File: src/rtl/cbcmac_engine.sv
// CBC-MAC engine: chains message blocks through an external block cipher over valid/accept
// handshakes and emits one (optionally truncated) MAC per message. The IV is fixed at zero.
module cbcmac_engine #(
    parameter int unsigned BLOCK_W = 64,
    parameter int unsigned KEY_W   = 64,
    parameter int unsigned MAC_W   = 64
) (
    input  logic               clk_i,
    input  logic               reset_i,
    // message input
    input  logic               start_i,
    input  logic               last_i,
    input  logic [KEY_W-1:0]   key_i,
    input  logic [BLOCK_W-1:0] data_i,
    input  logic               valid_i,
    output logic               accept_o,
    // MAC output
    output logic [MAC_W-1:0]   data_o,
    output logic               valid_o,
    input  logic               accept_i,
    output logic               error_o,
    // cipher request
    output logic [KEY_W-1:0]   cipher_key_o,
    output logic [BLOCK_W-1:0] cipher_data_o,
    output logic               cipher_valid_o,
    input  logic               cipher_accept_i,
    // cipher response
    input  logic [BLOCK_W-1:0] cipher_data_i,
    input  logic               cipher_valid_i,
    output logic               cipher_accept_o
);

    typedef enum logic [1:0] {
        StIdle,
        StSend,
        StWait,
        StOut
    } state_e;

    state_e             state_q;
    logic [BLOCK_W-1:0] chain_q;
    logic [BLOCK_W-1:0] req_q;
    logic [KEY_W-1:0]   key_q;
    logic               open_q;
    logic               last_q;
    logic               accept_q;
    logic               valid_q;
    logic               error_q;
    logic               cvalid_q;
    logic               caccept_q;

    always_ff @(posedge clk_i) begin
        if (reset_i) begin
            state_q   <= StIdle;
            chain_q   <= '0;
            req_q     <= '0;
            key_q     <= '0;
            open_q    <= 1'b0;
            last_q    <= 1'b0;
            accept_q  <= 1'b1;
            valid_q   <= 1'b0;
            error_q   <= 1'b0;
            cvalid_q  <= 1'b0;
            caccept_q <= 1'b0;
        end else begin
            error_q <= 1'b0;
            unique case (state_q)
                StIdle: begin
                    if (valid_i && accept_q) begin
                        if (start_i) begin
                            // A new start abandons any open message; zero IV means no XOR.
                            key_q    <= key_i;
                            req_q    <= data_i;
                            last_q   <= last_i;
                            accept_q <= 1'b0;
                            cvalid_q <= 1'b1;
                            state_q  <= StSend;
                        end else if (open_q) begin
                            req_q    <= data_i ^ chain_q;
                            last_q   <= last_i;
                            accept_q <= 1'b0;
                            cvalid_q <= 1'b1;
                            state_q  <= StSend;
                        end else begin
                            error_q <= 1'b1;
                        end
                    end
                end
                StSend: begin
                    if (cipher_accept_i) begin
                        cvalid_q  <= 1'b0;
                        caccept_q <= 1'b1;
                        state_q   <= StWait;
                    end
                end
                StWait: begin
                    if (cipher_valid_i) begin
                        chain_q   <= cipher_data_i;
                        caccept_q <= 1'b0;
                        if (last_q) begin
                            open_q  <= 1'b0;
                            valid_q <= 1'b1;
                            state_q <= StOut;
                        end else begin
                            open_q   <= 1'b1;
                            accept_q <= 1'b1;
                            state_q  <= StIdle;
                        end
                    end
                end
                StOut: begin
                    if (accept_i) begin
                        chain_q  <= '0;
                        valid_q  <= 1'b0;
                        accept_q <= 1'b1;
                        state_q  <= StIdle;
                    end
                end
            endcase
        end
    end

    // MAC is the leftmost (most-significant) MAC_W bits of the chain value.
    assign data_o          = chain_q[BLOCK_W-1 -: MAC_W];
    assign valid_o         = valid_q;
    assign accept_o        = accept_q;
    assign error_o         = error_q;
    assign cipher_key_o    = key_q;
    assign cipher_data_o   = req_q;
    assign cipher_valid_o  = cvalid_q;
    assign cipher_accept_o = caccept_q;

endmodule

File: config.mk
export PLATFORM = sky130hd
export DESIGN_NAME = cbcmac_engine
export DESIGN_NICKNAME = d
export VERILOG_FILES = /design/src/rtl/cbcmac_engine.sv
export SDC_FILE = /design/constraint.sdc
export NUM_CORES = 1
export LEC_CHECK = 0
export ABC_CLOCK_PERIOD_IN_PS = 2300
export CAP_MARGIN = 40
export CORE_UTILIZATION = 30
export CTS_BUF_LIST = sky130_fd_sc_hd__clkbuf_4 sky130_fd_sc_hd__clkbuf_8 sky130_fd_sc_hd__clkbuf_16
export DETAILED_ROUTE_END_ITERATION = 7
export PLACE_DENSITY_LB_ADDON = 0.25
export SLEW_MARGIN = 25
export SYNTH_ARGS = -nofsm -noshare
export SYNTH_HDL_FRONTEND = slang
export SYNTH_SLANG_ARGS = --single-unit
File: constraint.sdc
create_clock -name clk_i -period 2.3 [get_ports clk_i]
set_clock_uncertainty 0.1 [all_clocks]
set_input_delay 0.575 -clock clk_i [delete_from_list [all_inputs] [get_ports clk_i]]
set_output_delay 0.575 -clock clk_i [all_outputs]
set_load 0.03 [all_outputs]
==> results.json <==
{
  "status": "finished clean",
  "whs_ns": 0.363,
  "fin_ws_ns": 0.0489,
  "syn_to_final_growth_pct": 61.6,
  "avgSynthCellArea_um2": 10.2,
  "antenna_left": 0,
  "clock_sinks": 201,
  "dieHeight_um": 171,
  "post-route-period-util_pct": 97.9,
  "path_cells": "clkdlybuf4s50_1",
  "arrival_ns": 1.58,
  "multiInputGateArea_um2": 4080,
  "io_buffer_count": 396,
  "path_class": "flip-flop to primary output",
  "rsz0062_at_grt": "false",
  "r2r-start": "state_q[0]",
  "worstPathMaxFanout": 3,
  "critPathBufInv": 1,
  "crit_family": "buffers and inverters",
  "max_freq_mhz": 444,
  "yosysSeqAreaShare_pct": 47.0,
  "start_util_pct": 30.6,
  "synth_edf_count": 0,
  "synthTopCellsByArea": "dfxtp_1 (47%), nand4b_1 (6.7%), a22o_1 (6.5%)",
  "dr.pass1.iters": 6,
  "dieArea_um2": 29200,
  "num_rows": 61,
  "cp-startpoint": "data_o[4]",
  "drc": 0,
  "hold_path_startpoint": "cipher_accept_o",
  "cts_tree": "yes",
  "synth_seq_cells": 201,
  "drtIter0Drc": 386,
  "place_congestion": 0.746,
  "drv_slew": 0,
  "grt_max_degree": 70,
  "cts_buffer_depth": 3,
  "synthesis.nets": 1042,
  "max-vdd-ir-drop_mv": 0.450,
  "fp.dieW_um": 171,
  "power_density_nw_per_um2": 717,
  "yosys_warnings": 0,
  "grt_antenna_before_repair": 1,
  "switching_share_pct": 27.1,
  "p_sw_mw": 2.69,
  "synthMostInstantiatedCell": "dfxtp_1",
  "post_drt_wl_per_cell_um": 17.9,
  "clk_latency_ns": 0.52,
  "drive_gt1_share_pct": 9.98,
  "async_reset_ff_share_pct": 0,
  "coreArea_um2": 27900,
  "synthFlopType": "dfxtp_1",
  "crit_path_start_kind": "flip-flop",
  "synth_cell_types": 34,
  "vias": 7775,
  "maxCapViolCount": 0,
  "max_stage_delay_ns": 0.69,
  "layout.area.seq_um2": 4020,
  "post-cts-setup-buffers": 0,
  "hold_buffers": 0,
  "via_per_inst": 4.86,
  "synth.top_cell.area_share_pct": 47.0,
  "synth_area_um2": 8560,
  "dp.cells": 1557,
  "drt-total-wl_mm": 28.6,
  "slew_headroom_pct": 68.2,
  "stdcell_count": 1601,
  "intPower_mw": 7.23,
  "htreeDepth": 1,
  "pre_cts_slack_ns": -0.0298,
  "synth_commonest_cells": "dfxtp_1 (201), a21oi_1 (69), nand2b_1 (66)",
  "synth_top_area_cell": "dfxtp_1",
  "worst_slew_pin_slew_ns": 0.477,
  "design.portCount": 397,
  "finalSetupViolCount": 0,
  "cts_buffers": 25,
  "nets": 1406,
  "grt_pass1_vias": 7616,
  "hold_viol": 0,
  "cp_slowest_cell": "clkdlybuf4s50_1",
  "n_fill_cell": 2595,
  "required_ns": 1.62,
  "grt_overflow": 0,
  "grt_use_total_pct": 18.8,
  "power_frac_seq_pct": 38.4,
  "cp-end-kind": "primary output",
  "synthCells": 842,
  "power_frac_clock_pct": 41.2,
  "cts-root-buf": "clkbuf_16",
  "layout_min_cycle_time_ns": 2.25,
  "grt_first_pass_wirelength_mm": 43.1,
  "worstHoldPathType": "flip-flop to flip-flop",
  "p_total_mw": 9.92,
  "hpwl_mm": 19.8,
  "leakage_nw": 4.93,
  "clk_pin_slew_ns": 0.06,
  "pwr-share-comb_pct": 20.5,
  "fin_setup_tns_ns": 0
}
worst paths after layout:
kind                      to  slack, ns  depth (start not counted)
min          cipher_accept_o       0.36                          2
max                data_o[4]       0.05                          1
max reg2reg        data_o[9]       0.53                          4
min reg2reg  cipher_accept_o       0.36                          2
layout by cell type, fill, tap and decap left out, types with 5 or more instances in the layout:
cell type        instances
dfxtp_1                201
a21oi_1                 69
dlygate4sd2_1           11
clkbuf_4                 5
a22o_1                  64
buf_12                  15
clkdlybuf4s50_1        373
clkbuf_8                 6
o21ai_1                 24
nor2b_1                 59
o21ai_0                 44
a211oi_1                27
dlymetal6s2s_1          10
and2b_1                  6
nand2b_1                66
clkbuf_16               25
buf_4                   16
a211oi_2                39
xnor2_1                 64
nand4b_1                65
repair_timing:
item | in CTS | in global routing
gates resized for setup | 11 | 10
gates cloned | 0 | 0
endpoints found under the setup margin | 11 | 10
registers in the layout (all words and copies together) (netlist names), 2 cells and up:
register,flops
cipher_data_o,64
cipher_key_o,64
data_o,64
state_q,2
tightest hold or removal path, cell delays in order (launching register included):
cell and delay [ns]:
dfxtp_1 0.31, nand2_1 0.05, a21oi_1 0.05
cell families (layout without fill, tap and decap cells):
kind of cell	Yosys count	count (layout)	synth area share, %
flops	201	201	47.0
simple gates	212	212	17.4
compound gates	274	274	23.4
mux	1	1	0.132
xor+xnor	64	64	6.55
buf+inv	90	470	5.53
other cells	0	1	0
final cells by class:
type,count,share of cell area [%]
timing repair buffer,426,31.7
tap,378,3.42
clock buffer,36,5.39
sequential,201,29.1
clock inverter,7,0.796
multi-input combinational,551,29.5
inverter,1,0.0271
antenna,1,0.0181
power by group through the flow:
stage	registers [mW]	logic (mW)	clock network, mW
finish	3.81	2.03	4.08
global route	3.83	2.16	4.33
CTS	3.81	2.05	4.20
detailed placement	3.88	2.05	0
global placement	3.87	2.04	0
floorplan	4.25	0.682	0
metrics by stage:
step                      utilization [%]  cell area (um^2)
after floorplan                         -              8560
after global placement               46.4             13000
after detailed placement             46.4             13000
after CTS                            49.4             13800
after global routing                 49.5             13800
final                                49.5             13800
routing by layer:
| metal | GRT usage, % | part of all wire, % |
|---|---|---|
| met5 | 0 | 0 |
| met4 | 5.51 | 2.1 |
| met3 | 6.43 | 10 |
| met2 | 32.6 | 48 |
| met1 | 21.9 | 40 |
Power figures use the tool's default switching activity.
